File: src/rtl/serial_add_pkg.sv
// Shared types and helpers for the bit-serial adder controller.
package serial_add_pkg;

   typedef enum logic [1:0] {
      IDLE = 2'd0,
      RUN  = 2'd1,
      DONE = 2'd2
   } state_t;

   localparam int WIDTH_DEFAULT = 8;

   // Bit counter only has to reach WIDTH-1.
   function automatic int cnt_width(input int w);
      return $clog2(w);
   endfunction

endpackage

File: src/rtl/fa_cell.sv
// Combinational 1-bit full add made of two half-add stages and an OR.
module fa_cell (
   input  logic a,
   input  logic b,
   input  logic c,
   output logic s,
   output logic co
);

   logic h1_s;
   logic h1_c;
   logic h2_c;

   // First half-add on the operands, second half-add folds in the carry.
   always_comb begin
      h1_s = a ^ b;
      h1_c = a & b;
      s    = h1_s ^ c;
      h2_c = h1_s & c;
      co   = h1_c | h2_c;
   end

endmodule

File: src/rtl/serial_add_ctrl.sv
// Bit-serial adder controller: one full-add cell, LSB first, WIDTH cycles per add.
//
// state | meaning
// IDLE  | waiting for operands, in_ready high, last result held
// RUN   | one operand bit added per cycle, LSB first
// DONE  | result presented with out_valid, held until out_ready
module serial_add_ctrl
   import serial_add_pkg::*;
#(
   parameter int WIDTH = WIDTH_DEFAULT
) (
   input  logic             clk,
   input  logic             rst_n,
   input  logic             in_valid,
   output logic             in_ready,
   input  logic [WIDTH-1:0] a,
   input  logic [WIDTH-1:0] b,
   input  logic             cin,
   output logic             out_valid,
   input  logic             out_ready,
   output logic [WIDTH-1:0] sum,
   output logic             cout,
   output logic             ovf
);

   localparam int CNT_W = cnt_width(WIDTH);
   localparam logic [CNT_W-1:0] CNT_LAST = CNT_W'(WIDTH - 1);
   localparam logic [CNT_W-1:0] CNT_MSB  = CNT_W'(WIDTH - 2);

   state_t           state;
   state_t           state_nx;
   logic [WIDTH-1:0] sh_a;
   logic [WIDTH-1:0] sh_b;
   logic             carry;
   logic             c_msb_in;
   logic [CNT_W-1:0] bit_cnt;
   logic             cell_s;
   logic             cell_co;
   logic             last_bit;

   assign last_bit = (bit_cnt == CNT_LAST);

   fa_cell u_fa_cell (
      .a  (sh_a[0]),
      .b  (sh_b[0]),
      .c  (carry),
      .s  (cell_s),
      .co (cell_co)
   );

   // State register; out_valid is registered from the next-state decode.
   always_ff @(posedge clk or negedge rst_n) begin
      if (!rst_n) begin
         state     <= IDLE;
         out_valid <= 1'b0;
      end else begin
         state     <= state_nx;
         out_valid <= (state_nx == DONE);
      end
   end

   // Next-state and handshake decode.
   always_comb begin
      state_nx = state;
      in_ready = 1'b0;
      case (state)
         IDLE: begin
            in_ready = 1'b1;
            if (in_valid) state_nx = RUN;
         end
         RUN:  if (last_bit) state_nx = DONE;
         DONE: if (out_ready) state_nx = IDLE;
         default: state_nx = IDLE;
      endcase
   end

   // Operand shifters, carry, bit counter and result registers.
   always_ff @(posedge clk or negedge rst_n) begin
      if (!rst_n) begin
         sh_a     <= '0;
         sh_b     <= '0;
         carry    <= 1'b0;
         c_msb_in <= 1'b0;
         bit_cnt  <= '0;
         sum      <= '0;
         cout     <= 1'b0;
         ovf      <= 1'b0;
      end else begin
         case (state)
            IDLE: begin
               if (in_valid) begin
                  sh_a    <= a;
                  sh_b    <= b;
                  carry   <= cin;
                  bit_cnt <= '0;
               end
            end
            RUN: begin
               sum   <= {cell_s, sum[WIDTH-1:1]};
               carry <= cell_co;
               sh_a  <= sh_a >> 1;
               sh_b  <= sh_b >> 1;
               if (bit_cnt == CNT_MSB) c_msb_in <= cell_co;
               if (last_bit) begin
                  cout    <= cell_co;
                  ovf     <= cell_co ^ c_msb_in;
                  // Park the counter rather than letting it wrap.
                  bit_cnt <= '0;
               end else begin
                  bit_cnt <= bit_cnt + CNT_W'(1);
               end
            end
            default: ;
         endcase
      end
   end

endmodule

File: config.mk
export PLATFORM = sky130hd
export DESIGN_NAME = serial_add_ctrl
export DESIGN_NICKNAME = d
export VERILOG_FILES = /design/src/rtl/serial_add_pkg.sv /design/src/rtl/fa_cell.sv /design/src/rtl/serial_add_ctrl.sv
export SDC_FILE = /design/constraint.sdc
export NUM_CORES = 1
export LEC_CHECK = 0
export BUFFER_PORTS_ARGS = -buffer_cell sky130_fd_sc_hd__buf_4
export CAP_MARGIN = 20
export CORE_ASPECT_RATIO = 1.75
export CORE_MARGIN = 1
export CORE_UTILIZATION = 48
export DETAILED_ROUTE_END_ITERATION = 6
export PLACE_DENSITY = 0.75
export SYNTH_ARGS = -nofsm -noshare
export SYNTH_HDL_FRONTEND = slang
export SYNTH_SLANG_ARGS = --single-unit
File: constraint.sdc
create_clock -name clk -period 1.3 [get_ports clk]
set_input_delay 0.065 -clock clk [delete_from_list [all_inputs] [get_ports clk]]
set_output_delay 0.065 -clock clk [all_outputs]
set_load 0.05 [all_outputs]
Yosys cells after proc, flatten, opt, wreduce, memory -nomap -nowiden
Cells that the tools add are included.
{"block": "op_classes", "add_sub_neg": 1, "multipliers": 0, "n_div": 0, "magnitude_cmp": 0, "n_eq_ne": 6, "n_shift": 0, "n_mux": 14, "bitwise_logic": 6, "n_reduce_logical": 5}
{"operator": "$pmux 8 s2", "count": 2}
{"operator": "$mux 8", "count": 2}
{"operator": "$eq 3x3->1 const B", "count": 2}
{"operator": "$mux 2", "count": 3}
{"operator": "$mux 3", "count": 2}
{"operator": "$pmux 2 s3", "count": 1}
{"operator": "$pmux 3 s2", "count": 1}
{"operator": "$reduce_and 2->1", "count": 3}
{"operator": "$eq 2x2->1 const B", "count": 2}
{"operator": "$add 3x1->3 const B", "count": 1}
{"operator": "$xor 1x1->1", "count": 3}
{"operator": "$and 1x1->1", "count": 2}
{"operator": "$eq 2x1->1 const B", "count": 1}
{"operator": "$logic_not 2->1", "count": 1}
{"operator": "$mux 1", "count": 2}
{"operator": "$ne 2x2->1 const B", "count": 1}
{"operator": "$pmux 1 s2", "count": 1}
{"operator": "$reduce_bool 2->1", "count": 1}
{"operator": "$or 1x1->1", "count": 1}
{"block": "totals", "reg_bits": 34, "latch_bits": 0, "mem_bits_rw": 0, "mem_bits_ro": 0, "in_bits": 21, "elab_cells": 42, "memories": 0}

Logic depth before layout (Yosys ltp)
Gate-level depths: netlist of run 1.
{"block": "depth", "depth_word": 4, "depth_mapped": 4, "ltp_nobuf": 4}

By module
From an unflattened synthesis of run 1, not the netlist that was laid out.
{"block": "hier_totals", "hier_cells": 151, "hier_area_um2": 1540.2}
{"module": "serial_add_ctrl", "n_inst": 1, "cells_per_inst": 150, "area_per_inst_um2": 1520.2}
{"module": "fa_cell", "n_inst": 1, "cells_per_inst": 1, "area_per_inst_um2": 20.0}

Least setup slack after synthesis of run 1
Ideal clock, no wire load.
{"block": "synth_path", "path_type": "register to register", "from": "register state[0]", "to": "register sh_a[0]", "t_arrival_ns": 1.556, "t_required_ns": 1.120, "setup_slack_ns": -0.436, "path_stages_with_launch": 5, "path_cell_list": "dfrtp_1 > buf_6 > buf_4 > nor2_1 > a222oi_1"}
{"block": "synth_via", "elab_chain_cells": 3, "elab_cells_between_ends": 6}
{"element": "start: declaration", "line_no": "serial_add_ctrl.sv:30", "rtl": "state_t state;"}
{"element": "start signal: assignment", "line_no": "serial_add_ctrl.sv:57", "rtl": "state <= state_nx;"}
{"element": "$eq 2x1->1 or $logic_not 2->1 (tied branches)", "line_no": "serial_add_ctrl.sv:89", "rtl": "case (state)"}
{"element": "$reduce_bool 2->1 (no source line) or $ne 2x2->1 (tied branches)"}
{"element": "$reduce_and 2->1 (no source line)"}
{"element": "end signal: assignment", "line_no": "serial_add_ctrl.sv:101", "rtl": "sh_a <= sh_a >> 1;"}
{"element": "end: declaration", "line_no": "serial_add_ctrl.sv:32", "rtl": "logic [WIDTH-1:0] sh_a;"}
Several ways; a longest one is shown, not always the timed one.
A chain may end at the register's enable or synchronous reset.

Final worst setup path of run 1
{"block": "layout_path", "from": "register sh_b[0]", "to": "register ovf"}
{"block": "layout_via", "elab_chain_cells": 4, "elab_cells_between_ends": 5}
{"element": "start: declaration", "line_no": "serial_add_ctrl.sv:33", "rtl": "logic [WIDTH-1:0] sh_b;"}
{"element": "start signal: assignment", "line_no": "serial_add_ctrl.sv:102", "rtl": "sh_b <= sh_b >> 1;"}
{"element": "$xor 1x1->1", "line_no": "fa_cell.sv:16", "rtl": "h1_s = a ^ b;"}
{"element": "$and 1x1->1", "line_no": "fa_cell.sv:19", "rtl": "h2_c = h1_s & c;"}
{"element": "$or 1x1->1 *", "line_no": "fa_cell.sv:20", "rtl": "co = h1_c | h2_c;"}
{"element": "via cell_co", "line_no": "serial_add_ctrl.sv:38", "rtl": "logic cell_co;"}
{"element": "$xor 1x1->1 *", "line_no": "serial_add_ctrl.sv:106", "rtl": "ovf <= cell_co ^ c_msb_in;"}
{"element": "end signal: assignment", "line_no": "serial_add_ctrl.sv:106"}
{"element": "end: declaration", "line_no": "serial_add_ctrl.sv:23", "rtl": "output logic ovf"}
The timed path passes the listed nets; every way through them passes the cells marked *.

==> results of run 1 <==
-- worst max-delay path: cells and delay by family (launching register included) --
| kind | cells | cell delay, ns |
|---|---|---|
| xor+xnor | 1 | 0.15 |
| fa+ha+maj | 1 | 0.41 |
| mux | 1 | 0.26 |
| flops | 1 | 0.43 |
-- registers in the layout, summed over array words and instances, names as in the netlist --
signal and cells:
c_msb_in 1, cout 1, ovf 1, bit_cnt 3
sh_a 8, out_valid 1, carry 1, sum 8
state 2, sh_b 8
-- worst max-delay path by stage --
stage                          start      end  slack [ns]  cells after the start
after floorplan           bit_cnt[0]     cout       -0.02                      4
after global placement      state[1]  sh_b[6]       -0.03                      3
after detailed placement    state[1]    carry       -0.07                      3
after CTS                    sh_a[0]      ovf       -0.05                      3
after global routing         sh_a[0]      ovf       -0.10                      3
final                        sh_b[0]      ovf       -0.06                      3
-- metrics by stage --
step	worst slack, ns	hold slack [ns]	cells	area (um^2)	utilization [%]
2_1_floorplan	-0.0167	-0.231	130	1660	-
3_3_place_gp	-0.0334	0.0271	210	2010	62.6
3_5_place_dp	-0.0714	0.0338	210	2010	62.6
4_1_cts	-0.0535	0.0634	221	2170	67.6
5_1_grt	-0.103	0.0795	226	2300	71.8
6_report	-0.0622	0.0767	226	2300	71.8
-- area by class of cell --
cell class	count	area [um^2]
tap	43	53.8
multi-input combinational	76	764
inverter	10	37.5
fill	225	905
clock buffer	8	110
timing repair buffer	55	487
sequential	34	852
-- cell usage in the layout, fill, tap and decap left out, drive strengths merged --
| cell | count |
|---|---|
| nor4b | 7 |
| nand3b | 1 |
| nand4b | 1 |
| a21oi | 1 |
| buf | 53 |
| nor2b | 3 |
| xor2 | 1 |
| nand2b | 4 |
| clkbuf | 9 |
| ha | 3 |
| a222oi | 2 |
| a22o | 2 |
| or4b | 6 |
| o221a | 6 |
| o21ai | 2 |
| a211oi | 7 |
| o21ba | 1 |
| inv | 10 |
| o2bb2ai | 1 |
| a211o | 2 |
| mux2 | 11 |
| o21bai | 1 |
| nor3b | 9 |
| dlygate4sd3 | 1 |
| dfrtp | 34 |
| nor2 | 2 |
| nor4bb | 2 |
| fa | 1 |
-- kinds of logic (layout without fill, tap and decap cells) --
group,Yosys count,count (layout),share of synthesized area (%)
adder cells (fa/ha/maj),4,4,3.50
flip-flops,34,34,51.8
multiplexers,11,11,7.53
AO/OA/AOI/OAI,25,25,13.2
XOR/XNOR,1,1,0.533
buffers and inverters,20,73,6.54
AND/OR/NAND/NOR,35,35,17.0
-- per-layer routing --
layer | vias up | GRT usage, %
met3 | 2 | 5.43
met5 | - | 0
met4 | 0 | 7.06
met1 | 625 | 24.3
met2 | 26 | 37.5
li1 | 590 | -
-- power by group through the flow --
stage	clock [mW]	sequential (mW)	combinational, mW
after floorplan	0	2.41	1.40
after global placement	0	1.86	2.71
after detailed placement	0	1.90	2.80
after CTS	0.927	1.89	2.91
after global routing	0.986	1.97	3.49
final	0.906	1.91	3.22
-- what timing repair did --
| action | CTS | global route |
|---|---|---|
| setup buffers | 2 | 3 |
| hold endpoints to repair | 34 | 0 |
| resized for setup | 7 | 20 |
| hold buffers | 1 | 0 |
| pin swaps | 2 | 7 |
| endpoints found under the setup margin | 19 | 20 |
| gates cloned | 0 | 2 |
==> flow_summary.json, run 1 <==
{
  "start_util_pct": 51.2,
  "dp_hpwl_um": 2400,
  "syn-instance-count": 130,
  "p_leak_nw": 1.05,
  "io_buffers": 32,
  "hp-start": "out_ready",
  "synthesis.area_um2": 1640,
  "synth_most_common_cell": "dfrtp_1",
  "path_class": "reg -> reg",
  "swShare_pct": 38.7,
  "antenna_found_initial": 0,
  "syn-num-nets": 155,
  "drive_gt1_share_pct": 50.3,
  "grt_pass1_wl_um": 5640,
  "wl_met1_um": 1460,
  "fmax_mhz": 734,
  "synth_area_per_cell_um2": 12.6,
  "synth_area_leaders": "dfrtp_1 52%, mux2_2 7.5%, nor3b_1 4.1%",
  "htree_levels": 2,
  "layout_min_cycle_time_ns": 1.36,
  "cp_cell_sequence": "fa_2 > xor2_1 > mux2_4",
  "combPwrFrac_pct": 53.3,
  "rsz0062_at_grt": "yes",
  "via_per_inst": 5.50,
  "r2r-start": "sh_b[0]",
  "required_ns": 1.47,
  "drt-total-wl_um": 3560,
  "critPathCaptureType": "flop",
  "r2r_end": "ovf",
  "worst_slack_ns": -0.0622,
  "die_width_um": 46.2,
  "drtIter0Drc": 36,
  "crit_path_start_kind": "flop",
  "cts_max_path_buffers": 2,
  "yosysUniqueCellTypes": 30,
  "grt_overflow": 0,
  "drv_slew": 0,
  "finalHoldViolCount": 0,
  "clock-sinks": 34,
  "outcome": "finished with violations",
  "ys_seq_area_share_pct": 51.8,
  "wl_met3_um": 99,
  "whs_endpoint": "state[1]",
  "synth_edf_count": 0,
  "clkPwrFrac_pct": 15.0,
  "wl_met2_um": 1980,
  "ir_drop_mv": 1.58,
  "grt_usage_pct": 21.5,
  "synth_top_area_share_pct": 51.8,
  "reg2reg_slack_ns": -0.06,
  "crit_fanout": 4,
  "worstHoldPathCells": 3,
  "tightest_slew_ns": 0.427,
  "tns_ns": -0.161,
  "gp_congestion": 0.753,
  "drc": 0,
  "core_um2": 3210,
  "violations": "setup timing",
  "synthTopCellsByCount": "34 x dfrtp_1, 11 x mux2_2, 10 x inv_1, 9 x nor3b_1",
  "fin_total_pwr_mw": 6.04,
  "yosys_most_used_dff": "dfrtp_1",
  "dieArea_um2": 3670,
  "p_per_area_nw_per_um2": 2620,
  "fp.dieH_um": 79.4,
  "clk_pin_slew_ns": 0.07,
  "slowest_delay_ns": 0.43,
  "p_switching_mw": 2.34,
  "first_global_vias": 1271,
  "rows": 27,
  "dr.max_layer_used": "met4",
  "ys_warn_count": 0,
  "finClkSkew_ns": 0.00535,
  "cp_slowest_cell": "dfrtp_1",
  "cts_buffers": 5,
  "num_io_pins": 33,
  "drv_cap": 0,
  "firstDrtPassIters": 6,
  "antenna_left": 0,
  "cp.arrival_ns": 1.53,
  "wl_per_cell_um": 15.7,
  "final.period_utilization_pct": 105,
  "synth_area_leader_cell": "dfrtp_1",
  "slew_headroom_pct": 71.5,
  "setup_viol": 4,
  "cts_root_buffer": "clkbuf_8",
  "insertion_delay_ns": 0.28,
  "tritoncts": "yes",
  "hp-class": "in -> reg",
  "area_growth_pct": 40.2,
  "ys_ff_latch": 34,
  "grt_start_max_net_pins": 35,
  "pwr-share-seq_pct": 31.7,
  "async_flop_share_pct": 100,
  "internal-power_mw": 3.70,
  "diodes": 0,
  "via_count": 1243,
  "fin_nets": 207,
  "worstRegToRegCells": 3
}
No activity file was read; power rests on OpenSTA's default activity.
==> run 2, diff against run 1 <==
Settings changed: CORE_ASPECT_RATIO 1.75 to 1.1.
==> flow_summary.json, run 2 (synthesized netlist as in run 1, its figures left out) <==
{
  "outcome": "finished with violations",
  "violations": "DRC, setup timing",
  "rows": 21,
  "path_class": "reg -> reg",
  "worstRegToRegCells": 3,
  "tns_ns": -0.828,
  "drc": 3,
  "ir_drop_mv": 1.19,
  "r2r-start": "state[1]",
  "swShare_pct": 40.4,
  "grt_overflow": 0,
  "clkPwrFrac_pct": 11.8,
  "setup_viol": 14,
  "required_ns": 1.53,
  "crit_path_start_kind": "flop",
  "r2r_end": "sh_b[6]",
  "drv_cap": 0,
  "gp_congestion": 0.820,
  "final_common_cell": "buf_4",
  "tightest_slew_ns": 0.421,
  "io_buffers": 32,
  "grt_start_max_net_pins": 35,
  "die_width_um": 57.8,
  "finalHoldViolCount": 0,
  "via_count": 1307,
  "finClkSkew_ns": 0.00700,
  "dieArea_um2": 3660,
  "crit_fanout": 6,
  "critPathCaptureType": "flop",
  "cts_root_buffer": "clkbuf_4",
  "worstSetupEndpoint": "sh_b[6]",
  "dp_hpwl_um": 2340,
  "reg2reg_slack_ns": -0.13,
  "tritoncts": "yes",
  "area_growth_pct": 43.8,
  "clk_pin_slew_ns": 0.10,
  "diodes": 0,
  "grt_use_met1_pct": 28.4,
  "internal-power_mw": 3.64,
  "fp.dieH_um": 63.4,
  "fmax_mhz": 698,
  "grt_use_met2_pct": 35.2,
  "p_switching_mw": 2.47,
  "clock-sinks": 34,
  "fillers": 190,
  "fin_util_pct": 75.0,
  "cp-startpoint": "state[1]",
  "use_met3_pct": 6.78,
  "fin_nets": 211,
  "p_leak_nw": 1.08,
  "first_global_vias": 1283,
  "fin_total_pwr_mw": 6.12,
  "drtIter0Drc": 86,
  "wl_per_cell_um": 17.9,
  "cp.arrival_ns": 1.66,
  "antenna_left": 0,
  "combPwrFrac_pct": 57.2,
  "top_regs": "sh_a (8), sh_b (8), sum (8)",
  "insertion_delay_ns": 0.33,
  "via_per_inst": 5.91,
  "core_um2": 3150,
  "hp-start": "a[1]",
  "drt-total-wl_um": 3960,
  "layout_min_cycle_time_ns": 1.43,
  "drive_gt1_share_pct": 56.7,
  "grt_pass1_wl_um": 6090,
  "grt-busiest-layer": "met2",
  "cts_buffers": 5,
  "firstDrtPassIters": 6,
  "final.period_utilization_pct": 110,
  "grt_usage_pct": 22.1,
  "slew_headroom_pct": 71.9,
  "rsz0062_at_grt": "yes",
  "drv_slew": 0,
  "start_util_pct": 52.1,
  "worst_slack_ns": -0.132,
  "antenna_found_initial": 0,
  "layout_common_cells": "49 x buf_4, 33 x dfrtp_1, 10 x inv_1",
  "cts_max_path_buffers": 2,
  "htree_levels": 2,
  "num_io_pins": 33,
  "p_per_area_nw_per_um2": 2590,
  "pwr-share-seq_pct": 31.1,
  "hp-class": "in -> reg"
}
run 2: cell types whose count changed in the layout (fill, tap and decap cells not counted), sizes merged:
cell	previous run	this run
buf	53	57
run 2: metrics by stage:
step	hold WS (ns)	cells	worst slack, ns	instance area (um^2)
after global placement	0.0308	200	-0.0584	1980
after global routing	0.0360	221	-0.165	2360
final	0.0336	221	-0.132	2360
after CTS	0.0279	219	-0.0787	2200
after floorplan	-0.231	130	-0.0167	1660
after detailed placement	0.0327	200	-0.0738	1980
run 2: how the worst min path moves through the flow:
stage	end	slack [ns]	depth (start not counted)
final	sh_a[1]	0.03	3
after CTS	sh_a[1]	0.03	3
after global placement	sh_a[7]	0.03	1
after detailed placement	sh_a[7]	0.03	1
after global routing	sh_a[0]	0.04	3
after floorplan	bit_cnt[0]	-0.23	0
run 2: cell type report:
class | instances | area, um^2 | share of cell area, %
sequential | 34 | 852 | 36.0
multi-input combinational | 76 | 845 | 35.7
timing repair buffer | 59 | 509 | 21.5
clock buffer | 8 | 78.8 | 3.33
tap | 34 | 42.5 | 1.80
inverter | 10 | 37.5 | 1.59
run 2: worst max-delay path: stages, from the launching register on:
cell     delay [ns]
dfrtp_2        0.47
buf_4          0.16
or4b_1         0.54
o221a_2        0.15
run 2: power groups by stage:
| stage | sequential, mW | clock (mW) | combinational, mW |
|---|---|---|---|
| floorplan | 2.41 | 0 | 1.40 |
| global placement | 1.86 | 0 | 2.69 |
| detailed placement | 1.89 | 0 | 2.77 |
| CTS | 1.89 | 0.732 | 3.09 |
| global route | 1.96 | 0.782 | 3.70 |
| finish | 1.90 | 0.719 | 3.50 |
run 2: routing by layer:
layer / vias to the layer above / wire (um)
met5: - / 0
met4: 0 / 27
met3: 3 / 215
met2: 44 / 2060
met1: 662 / 1670
li1: 598 / -
run 2: repair_timing:
| action | 4_1_cts | 5_1_grt |
|---|---|---|
| gates resized for setup | 12 | 27 |
| setup buffers | 10 | 1 |
| pin swaps | 3 | 6 |
| hold endpoints to repair | 34 | 0 |
| gates cloned | 0 | 1 |
| hold buffers | 1 | 0 |
| setup endpoints to repair | 21 | 31 |
